[config.mk]
export PLATFORM = sky130hd
export DESIGN_NAME = spi_byte_slave
export DESIGN_NICKNAME = d
export VERILOG_FILES = /design/src/rtl/spi_byte_slave_pkg.sv /design/src/rtl/spi_byte_slave_sync_ff.sv /design/src/rtl/spi_byte_slave.sv
export SDC_FILE = /design/constraint.sdc
export NUM_CORES = 1
export LEC_CHECK = 0
export CAP_MARGIN = 20
export CORE_UTILIZATION = 59
export CTS_BUF_LIST = sky130_fd_sc_hd__clkbuf_8
export DETAILED_ROUTE_END_ITERATION = 6
export HOLD_SLACK_MARGIN = 0.02
export PLACE_DENSITY = 0.86
export SETUP_SLACK_MARGIN = 0.3
export SYNTH_ARGS = -nofsm -noshare
export SYNTH_HDL_FRONTEND = slang
export SYNTH_SLANG_ARGS = --single-unit
[constraint.sdc]
create_clock -name clk -period 3.7 [get_ports clk]
set_clock_uncertainty 0.05 [all_clocks]
set_input_delay 0.555 -clock clk [delete_from_list [all_inputs] [get_ports clk]]
set_output_delay 0.555 -clock clk [all_outputs]
set_load 0.03 [all_outputs]
[src/rtl/spi_byte_slave_pkg.sv]
// Shared constants for the CSR-over-SPI front end.
// Idle transmit byte, synchroniser depth, CSR command bit layout.
package spi_byte_slave_pkg;

   localparam logic [7:0]  SPI_IDLE_BYTE   = 8'h00;
   localparam int unsigned SPI_SYNC_STAGES = 2;

   // CSR command byte: bit7 = write, [3:0] = address high nibble
   localparam int unsigned CSR_CMD_WRITE_BIT = 7;
   localparam int unsigned CSR_CMD_ADDR_MSB  = 3;
   localparam int unsigned CSR_CMD_ADDR_LSB  = 0;

   function automatic logic [7:0] shl_in(input logic [7:0] r,
                                         input logic b);
      return {r[6:0], b};
   endfunction

endpackage

[src/rtl/spi_byte_slave_sync_ff.sv]
// sync_ff: single-bit synchroniser of STAGES flops, reset to RST_VAL.
// Ports: clk, rst (sync, active high), d (async in), q (synced out).
module sync_ff #(
   parameter int unsigned STAGES  = 2,
   parameter logic        RST_VAL = 1'b0
) (
   input  logic clk,
   input  logic rst,
   input  logic d,
   output logic q
);

   logic [STAGES-1:0] r;

   always_ff @(posedge clk) begin
      if (rst) r <= {STAGES{RST_VAL}};
      else     r <= {r[STAGES-2:0], d};
   end

   assign q = r[STAGES-1];

endmodule

[src/rtl/spi_byte_slave.sv]
// SPI mode-0 slave byte transceiver, oversampled in the clk domain.
// Ports: clk/rst, sck/mosi/ss/miso (SPI), rst_o session reset,
// data_o/ack_pop_o rx byte pop, data_i/ack_i next tx byte.
module spi_byte_slave
   import spi_byte_slave_pkg::*;
#(
   parameter int unsigned SYNC_STAGES = SPI_SYNC_STAGES,
   parameter logic [7:0]  IDLE_TX     = SPI_IDLE_BYTE
) (
   input  logic       clk,
   input  logic       rst,
   input  logic       sck,
   output logic       miso,
   input  logic       mosi,
   input  logic       ss,
   output logic       rst_o,
   output logic [7:0] data_o,
   output logic       ack_pop_o,
   input  logic [7:0] data_i,
   input  logic       ack_i
);

   logic       sck_s, mosi_s, ss_s;
   logic       sck_d, ss_d;
   logic       rise, fall, boundary;
   logic [2:0] bit_cnt;
   logic [7:0] rx_shift, tx_shift, tx_buf;
   logic       tx_valid;

   sync_ff #(.STAGES(SYNC_STAGES), .RST_VAL(1'b0)) u_sck (
      .clk(clk), .rst(rst), .d(sck), .q(sck_s)
   );
   sync_ff #(.STAGES(SYNC_STAGES), .RST_VAL(1'b0)) u_mosi (
      .clk(clk), .rst(rst), .d(mosi), .q(mosi_s)
   );
   // ss resets deasserted so a reset always starts a fresh session
   sync_ff #(.STAGES(SYNC_STAGES), .RST_VAL(1'b1)) u_ss (
      .clk(clk), .rst(rst), .d(ss), .q(ss_s)
   );

   assign rise     = sck_s & ~sck_d & ~ss_s;
   assign fall     = ~sck_s & sck_d & ~ss_s;
   assign boundary = fall & (bit_cnt == 3'd0);
   assign miso     = tx_shift[7] & ~ss_s;

   always_ff @(posedge clk) begin
      if (rst) begin
         sck_d     <= 1'b0;
         ss_d      <= 1'b1;
         rst_o     <= 1'b1;
         data_o    <= 8'h00;
         ack_pop_o <= 1'b0;
         bit_cnt   <= 3'd0;
         rx_shift  <= 8'h00;
         tx_shift  <= 8'h00;
         tx_buf    <= 8'h00;
         tx_valid  <= 1'b0;
      end else begin
         sck_d     <= sck_s;
         ss_d      <= ss_s;
         rst_o     <= ss_s;
         ack_pop_o <= 1'b0;
         if (ss_s) begin
            bit_cnt  <= 3'd0;
            rx_shift <= 8'h00;
            tx_valid <= 1'b0;
            tx_shift <= IDLE_TX;
         end else begin
            if (ss_d)
               tx_shift <= IDLE_TX;
            if (rise) begin
               rx_shift <= shl_in(rx_shift, mosi_s);
               bit_cnt  <= bit_cnt + 3'd1;
               if (bit_cnt == 3'd7) begin
                  data_o    <= shl_in(rx_shift, mosi_s);
                  ack_pop_o <= 1'b1;
               end
            end
            if (ack_i)
               tx_buf <= data_i;
            // an ack landing on the boundary goes straight out
            if (boundary) begin
               if (ack_i)         tx_shift <= data_i;
               else if (tx_valid) tx_shift <= tx_buf;
               else               tx_shift <= IDLE_TX;
               tx_valid <= 1'b0;
            end else begin
               if (fall)
                  tx_shift <= shl_in(tx_shift, 1'b0);
               if (ack_i)
                  tx_valid <= 1'b1;
            end
         end
      end
   end

endmodule
==> flow_summary.json <==
{
  "synthCells": 176,
  "setup_violations": 0,
  "cts_tree": "built",
  "required_ns": 3.84,
  "io_buffers": 24,
  "hp-start": "u_ss.r[0]",
  "finalNetCount": 215,
  "cp.arrival_ns": 2.32,
  "area_growth_pct": 20.5,
  "reg2reg_depth": 4,
  "r2r-start": "u_ss.r[1]",
  "avgViaCountPerCell": 5.73,
  "grt_max_degree": 25,
  "antenna_found_initial": 0,
  "rrSetupSlack_ns": 1.86,
  "mostFrequentLayoutCells": "dfxtp_1, nor2_1, clkdlybuf4s50_1",
  "ys_warn_count": 0,
  "slowest_delay_ns": 0.75,
  "setup-tns-final_ns": 0,
  "ys_types": 30,
  "initial_core_util_pct": 61.8,
  "cp-end-kind": "register",
  "power_density_nw_per_um2": 449,
  "path_class": "primary input to register",
  "drt-initial-drc-count": 76,
  "relSlewSlack_pct": 42.3,
  "tightest_slew_ns": 0.863,
  "ctsHoldBuffers": 0,
  "max_cap_violations": 0,
  "grt_pass1_wl_um": 5550,
  "synth-seq-cells": 44,
  "crit_fanout": 11,
  "layoutNonFillerInstCount": 230,
  "clk_root_buffer_cell": "clkbuf_8",
  "hold_violations": 0,
  "grt_setup_unrepaired": "no",
  "worst_slack_ns": 1.52,
  "min_to": "u_ss.r[1]",
  "post-place-ws_ns": 1.24,
  "track_usage_pct": 23.4,
  "vias": 1317,
  "insertion_delay_ns": 0.30,
  "place_congestion": 0.836,
  "path_depth": 4,
  "clk_pin_slew_ns": 0.08,
  "wl_per_cell_um": 14.5,
  "drtAntennaViolNets": 0,
  "drive_gt1_share_pct": 8.04,
  "ys_seq_area_share_pct": 51.7,
  "die_h_um": 55.8,
  "dp_hpwl_um": 2290,
  "p_total_w": 0.000923,
  "rr_endpoint": "data_o[0]",
  "rows": 19,
  "die_w_um": 55.8,
  "core_um2": 2760,
  "p_leak_nw": 0.693,
  "die-area_um2": 3110,
  "start_kind": "primary input",
  "first_pass_iters": 4,
  "syn-num-nets": 193,
  "irDropWorstVdd_mv": 0.465,
  "path_delay_family": "simple AND/OR/NAND/NOR gates",
  "htreeDepth": 2,
  "cts_buffers": 5,
  "drt-total-wl_um": 3340,
  "hp-class": "register to register",
  "clock_path_buffers": 2,
  "crit_slowest_cell": "nor2b_1",
  "final_max_slew_viol_count": 0,
  "crit_chain": "clkdlybuf4s50_1 -> nor2b_1 -> mux2i_1 -> nor2_1",
  "cts_sinks": 44,
  "finalCritPeriodShare_pct": 58.8,
  "syn_area_um2": 1710,
  "dp.cells": 222,
  "drc": 0,
  "num_io_pins": 25,
  "final_common_cell": "dfxtp_1",
  "fin_util_pct": 74.5,
  "outcome": "complete, no violations",
  "grt_pass1_vias": 1273,
  "overflow": 0,
  "post_cts_buffers": 0,
  "fmax_mhz": 459,
  "holdPathStages": 1,
  "ctsResizeCount": 0,
  "min_period_ns": 2.18,
  "avgSynthCellArea_um2": 9.69,
  "critPathBufInv": 1,
  "diodes": 0
}
Yosys cell counts:
cell / instances / area [um2]
a21o_1: 1 / 7.51
a21oi_1: 13 / 65.1
a221o_1: 3 / 30.0
a221oi_1: 4 / 35.0
a22o_1: 1 / 8.76
a31oi_1: 1 / 6.26
and2_1: 1 / 6.26
buf_2: 3 / 15.0
buf_4: 4 / 30.0
buf_6: 1 / 11.3
clkbuf_1: 2 / 7.51
dfxtp_1: 44 / 881
ha_1: 3 / 37.5
inv_1: 3 / 11.3
inv_2: 1 / 3.75
mux2i_1: 16 / 160
nand2_1: 20 / 75.1
nand2b_1: 1 / 6.26
nor2_1: 28 / 105
nor2b_1: 8 / 50.1
nor3b_1: 1 / 7.51
nor3b_2: 1 / 12.5
nor3b_4: 1 / 18.8
o211ai_1: 3 / 22.5
o21ai_0: 3 / 15.0
o21ai_1: 2 / 10.0
o221a_1: 2 / 22.5
o221a_2: 2 / 22.5
or2_2: 2 / 12.5
xnor2_1: 1 / 8.76
area by class of cell:
| cell class | count | area (um2) |
|---|---|---|
| Sequential cell | 44 | 881 |
| Clock buffer | 7 | 96.3 |
| Timing Repair Buffer | 25 | 248 |
| Clock inverter | 1 | 30.0 |
| Tap cell | 31 | 38.8 |
| Multi-Input combinational cell | 118 | 746 |
| Fill cell | 192 | 703 |
| Inverter | 4 | 15.0 |
routing by layer:
layer	part of all wire (%)	global-route usage [%]
met1	47	29.3
met2	45	35.6
met3	5.3	8.84
met4	2.7	11.4
met5	0	0
cells by family after synthesis:
kind of cell               count (synthesis)  share of synthesized area (%)
and+or+nand+nor                           63                           17.2
DFF                                       44                           51.7
AOI/OAI and AO/OA                         35                           14.4
muxes                                     16                           9.39
buffers and inverters                     14                           4.62
adders and majority gates                  3                           2.20
xor gates and xnor gates                   1                          0.514
where the power goes:
part,leakage [nW],internal [W],switching (W)
clock network,0.0645,0.000238,0.000161
registers,0.356,0.000479,0.00000410
logic,0.272,0.0000228,0.0000182
worst max path at each step:
| stage | startpoint | endpoint | slack [ns] |
|---|---|---|---|
| after floorplan | ack_i | tx_shift[2] | 2.26 |
| after global placement | ack_i | tx_buf[4] | 1.32 |
| after detailed placement | ack_i | tx_buf[7] | 1.24 |
| after CTS | ack_i | tx_buf[5] | 1.55 |
| after global routing | ack_i | tx_buf[3] | 1.39 |
| final | ack_i | tx_buf[5] | 1.52 |
flip-flops by register name, summed over array words and instances (netlist names):
name	cells
ack_pop_o	1
tx_valid	1
data_o	8
bit_cnt	3
tx_shift	8
rx_shift	7
u_mosi.r	2
u_sck.r	2
ss_d	1
sck_d	1
tx_buf	8
u_ss.r	2
through the flow:
| step | cell area [um2] | hold WS, ns |
|---|---|---|
| 6_report | 2050 | 0.377 |
| 5_1_grt | 2050 | 0.403 |
| 4_1_cts | 2050 | 0.379 |
| 3_5_place_dp | 1930 | 0.352 |
| 3_3_place_gp | 1930 | 0.354 |
| 2_1_floorplan | 1710 | 0.339 |
(Power assumes the default switching activity.)
==> RTL change 1 (same settings) <==
`SPI_SYNC_STAGES`: 2 -> 4.
--- a/src/rtl/spi_byte_slave_pkg.sv
+++ b/src/rtl/spi_byte_slave_pkg.sv
@@ -3,7 +3,7 @@
 package spi_byte_slave_pkg;
 
    localparam logic [7:0]  SPI_IDLE_BYTE   = 8'h00;
-   localparam int unsigned SPI_SYNC_STAGES = 2;
+   localparam int unsigned SPI_SYNC_STAGES = 4;
 
    // CSR command byte: bit7 = write, [3:0] = address high nibble
    localparam int unsigned CSR_CMD_WRITE_BIT = 7;
Check against the original RTL: not equivalent (a bounded check fails within 4 cycles, from zero or initial values and one cycle with rst high).
==> RTL change 1 against the original RTL <==
- count of clock-buffer cells in the layout fell by 2
- critical path type unchanged
- area after synthesis grew 9.6%
- cell area is 6.4% higher
- die area is 9.2% higher
- largest cell class unchanged
- routed wire length increased by 6.0%
- combinational power is 14% lower
- sequential cell count up 6
- setup slack better by 0.049 ns
- total power down 4.5%
==> RTL change 1: results (changes against the original RTL) <==
Status
  – Status: finished clean

Synth
  – Synth Area in Compound Gates: 13.1% (-1.3 points)
  – Synth Area in Adders: 2.01% (-0.19 points)
  – Multiplexer share of the synthesized area: 8.57% (-0.82 points)
  – Post-synthesis cell type count: 31 (+3.3%)
  – Post-synthesis async set-or-reset flop share: 0% (unchanged)
  – Most frequent cells after synthesis: dfxtp_1, nor2_1, nand2_1
  – Post-synthesis cell count: 189 (+7.4%)
  – Sequential-to-total area share from yosys stat: 53.5% (+1.9 points)
  – Post-Syn Nets: 206 (+6.7%)
  – Synth warn: 0 (unchanged)
  – Yosys top cell area share: 53.5% (+1.9 points)
  – Post-synthesis xor/xnor area fraction: 0.469% (-0.045 points)
  – Largest cells by area after synthesis: dfxtp_1, mux2i_1, nor2_1

Global routing
  – Vias in the first global route: 1,309 (+2.8%)
  – Met1 Use GR: 28.7% (-0.61 points)
  – M3 GR Usage: 6.47% (-2.4 points)
  – M2 GR Usage: 36.9% (+1.3 points)
  – Largest net degree at the start of global routing: 31 (+24%)
  – Total GRT Usage: 22.9% (-0.56 points)
  – First-pass GRT wire length: 5720 um (+3.0%)

Setup path
  – Number of cells on the worst reg-to-reg path: 4 (unchanged)
  – R2R setup slack: 1.86 ns (about the same)
  – Slowest stage cell, crit path: nor2b_1
  – Critical path arrival: 2.27 ns (-0.05 ns)
  – RR Startpoint: u_ss.r[3]$_SDFF_PP1_
  – Max incr delay on CP: 0.72 ns (-0.03 ns)
  – Reg-to-Reg End: data_o[7]$_SDFFE_PP0P_

Route
  – 1st-pass router iterations: 4 (unchanged)
  – Max Used Layer: met4
  – Drt via density: 5.50 (-3.9%)
  – Routed wire length: 3540 um (+6.0%)
  – DR iter-0 viols: 45 (-41%)
  – Met3 wire length: 197 um (+11%)
  – Metal-1 WL: 1570 um (+0.83%)
  – DRC: 0 (unchanged)
  – Met2 WL post-DR: 1690 um (+12%)

Power and ir drop
  – P_int: 0.000692 W (-6.4%)
  – Clock power share: 34.2% (-9.0 points)
  – Maximum VDD drop: 308 uV (-34%)
  – Comb. pwr: 0.0000354 W (-14%)
  – Leak: 0.710 nW (+2.5%)

Clock tree
  – Clk_lat worst skew: 0.31 ns
  – H-Tree Depth: 2 (unchanged)
  – Post-CTS Setup Inserts: 0 (unchanged)
  – Num CTS Buffers: 5 (unchanged)
  – CTS root buf: clkbuf_8
  – Clock transition at path regs: 0.08 ns (about the same)

Place
  – Half-perimeter wire length after placement: 2510 um (+9.7%)
  – Routability cong.: 0.807 (-3.5%)

Worst hold path
  – Hold WC Path Type: flop to flop
  – Hold Path Sink: u_ss.r[3]$_SDFF_PP1_
  – Hold wc startpoint: u_ss.r[2]$_SDFF_PP1_
  – Hold path cells: 1 (unchanged)

Layout
  – Share of cells above drive strength 1: 7.62% (-0.42 points)
  – Post-route insts no fill: 254 (+10%)
  – Final Net Count: 227 (+5.6%)

STA
  – Slew at the pin closest to its max-slew limit: 0.835 ns (-0.0280 ns)
-- RTL change 1: changes by cell type after synthesis, sizes merged --
cell   before  now
buf         8    9
dfxtp      44   50
nor2b       8   12
or2         2    4
-- RTL change 1: per-stage QoR --
| stage | worst slack [ns] | hold WS [ns] | total power, W | instance area, um^2 |
|---|---|---|---|---|
| floorplan | 2.28 | 0.339 | 0.000573 | 1870 |
| CTS | 1.58 | 0.366 | 0.000886 | 2190 |
| finish | 1.57 | 0.364 | 0.000882 | 2190 |
| detailed placement | 1.27 | 0.345 | 0.000593 | 2100 |
| global placement | 1.34 | 0.345 | 0.000591 | 2100 |
| global route | 1.44 | 0.382 | 0.000909 | 2190 |
-- RTL change 1: area by class of cell --
| type | count | area, um^2 |
|---|---|---|
| inverters | 4 | 15.0 |
| well taps | 44 | 55.1 |
| multi-input cells | 124 | 783 |
| fillers | 230 | 842 |
| flip-flops and latches | 50 | 1000 |
| clock buffers | 5 | 68.8 |
| repair buffers | 25 | 248 |
| clock inverters | 2 | 15.0 |
-- RTL change 1: how the worst max path moves through the flow --
stage	start	to	slack (ns)	depth (start not counted)
floorplan	ack_i	tx_shift[1]$_SDFFE_PP0P_	2.28	4
global placement	ack_i	tx_buf[5]$_SDFFE_PP0P_	1.34	4
detailed placement	ack_i	tx_buf[1]$_SDFFE_PP0P_	1.27	4
CTS	u_ss.r[3]$_SDFF_PP1_	miso	1.58	2
global route	ack_i	tx_buf[2]$_SDFFE_PP0P_	1.44	4
finish	ack_i	tx_buf[0]$_SDFFE_PP0P_	1.57	4
==> RTL change 2 (config.mk and constraints unchanged) <==
Without the edit above. Make the reset (`rst`) asynchronous in 2 clocked blocks. Comments in the files are not updated.
--- a/src/rtl/spi_byte_slave_sync_ff.sv
+++ b/src/rtl/spi_byte_slave_sync_ff.sv
@@ -12,7 +12,7 @@
 
    logic [STAGES-1:0] r;
 
-   always_ff @(posedge clk) begin
+   always_ff @(posedge clk or posedge rst) begin
       if (rst) r <= {STAGES{RST_VAL}};
       else     r <= {r[STAGES-2:0], d};
    end
--- a/src/rtl/spi_byte_slave.sv
+++ b/src/rtl/spi_byte_slave.sv
@@ -43,7 +43,7 @@
    assign boundary = fall & (bit_cnt == 3'd0);
    assign miso     = tx_shift[7] & ~ss_s;
 
-   always_ff @(posedge clk) begin
+   always_ff @(posedge clk or posedge rst) begin
       if (rst) begin
          sck_d     <= 1'b0;
          ss_d      <= 1'b1;
Formal check against the unedited RTL: differs if rst is asserted again (counterexample within 4 cycles, from zero or initial values and one cycle with rst high); with rst held inactive, the same outputs for 10 cycles.
==> RTL change 2 against the original RTL <==
- the run now ends with DRC left
- sequential share of layout area up 8.4 points
- cell area grew 4.9%
- sequential cell count unchanged
- area after synthesis up 5.1%
- routed wire length fell by 8.4%
- global-route usage fell by 0.49 points
- setup slack got worse by 0.17 ns
- count of clock-buffer cells in the layout shrank 1
- critical path type is now flop to primary output
- largest cell class unchanged
Power is not compared: it rests on default switching activity, and its combinational part moved more than twofold at a synthesized area within 25%.
==> RTL change 2: results (changes against the original RTL) <==
Status
  – Status: finished, violations left
  – Failing checks: DRC

Worst hold path
  – Hold wc startpoint: u_sck.r[0]$_DFF_PP0_

Synth
  – Post-Syn Nets: 157 (-19%)
  – Sequential-to-total area share from yosys stat: 61.6% (+10 points)
  – Post-synthesis cell type count: 24 (-20%)
  – Largest cells by area after synthesis: dfrtp_1, mux2_2, dfstp_2
  – Top FF cell, synth: dfrtp_1
  – Most frequent cells after synthesis: dfrtp_1, nand2_1, mux2_2
  – Post-synthesis cell count: 140 (-20%)

Layout
  – Share of cells above drive strength 1: 19.3% (+11 points)
  – Comb_multi_in: 86 (-27%)
  – CLK BUF: 6 (-1)
  – Inverters: 3 (-1)
  – Buffering overhead: 11.5% (-0.57 points)
  – Final clock-cell share: 5.63% (-0.52 points)
  – Final Net Count: 182 (-15%)
  – Sequential portion of the cell area: 51.2% (+8.4 points)

Route
  – DRC: 6 (+6)
  – Drt via density: 5.87 (+2.5%)
  – Wire length per cell: 15.5 um (+7.0%)
  – 1st-pass router iterations: 6 (+2)
  – DR iter-0 viols: 44 (-42%)

STA
  – Setup TNS: 0 ns (unchanged)
  – Relative slew slack: 56.7% (+14 points)

Place
  – Half-perimeter wire length after placement: 2020 um (-12%)
  – Routability cong.: 0.966 (+16%)
  – Dpl ws: 1.50 ns (+0.267 ns)
  – Placed cells: 189 (-15%)

Global routing
  – First-pass GRT wire length: 5510 um (-0.74%)
  – Largest net degree at the start of global routing: 45 (+80%)
  – Total GRT Usage: 22.9% (-0.49 points)
  – Vias in the first global route: 1,220 (-4.2%)

Setup path
  – CP delay by family, top: flip-flops
  – RR Startpoint: sck_d$_DFF_PP0_
  – Slowest stage cell, crit path: dfstp_2
  – Crit path max fanout: 17 (+6)

Clock tree
  – Post_cts resized: 0 (unchanged)
## RTL change 2: cells by family after synthesis
family                     after synthesis  synth area share, %
DFF                                     44                 61.6
AOI/OAI and AO/OA                       33                 12.8
and+or+nand+nor                         33                 9.84
muxes                                   16                 10.0
buffers and inverters                   10                 3.14
adders and majority gates                3                 2.09
xor gates and xnor gates                 1                0.489
## RTL change 2: report_power, final
part	internal (W)	total (W)	switching (W)
Clock	0.000221	0.000379	0.000158
Combinational	0.0000416	0.0000853	0.0000436
Sequential	0.000506	0.000523	0.0000170
Total	0.000768	0.000987	0.000219
## RTL change 2: final timing paths
check                           slack (ns)  cells past startpoint                      end
worst max-delay path                  1.35                      2                     miso
worst min-delay path                  0.31                      0     u_sck.r[1]$_DFF_PP0_
worst max register to register        1.76                      3    data_o[4]$_DFFE_PP0P_
worst min register to register        0.31                      0     u_sck.r[1]$_DFF_PP0_
max in group asynchronous             2.58                      3           ss_d$_DFF_PP1_
min in group asynchronous             0.64                      3  tx_shift[1]$_DFFE_PP0P_
## RTL change 2: routing by layer
layer | up-vias | wire length, um | global-route usage, %
met2 | 30 | 1450 | 34.1
met1 | 570 | 1410 | 32.1
met3 | 8 | 125 | 4.99
li1 | 548 | - | -
met5 | - | 0 | 0
met4 | 0 | 71 | 11.8
## RTL change 2: per-stage QoR
stage / hold WS, ns / utilization, % / area [um^2] / power (W)
finish: 0.305 / 76.2 / 2160 / 0.000987
global route: 0.315 / 76.2 / 2160 / 0.00102
CTS: 0.309 / 76.2 / 2160 / 0.000999
detailed placement: 0.290 / 71.9 / 2030 / 0.000617
global placement: 0.284 / 71.9 / 2030 / 0.000613
floorplan: 0.281 / - / 1790 / 0.000584
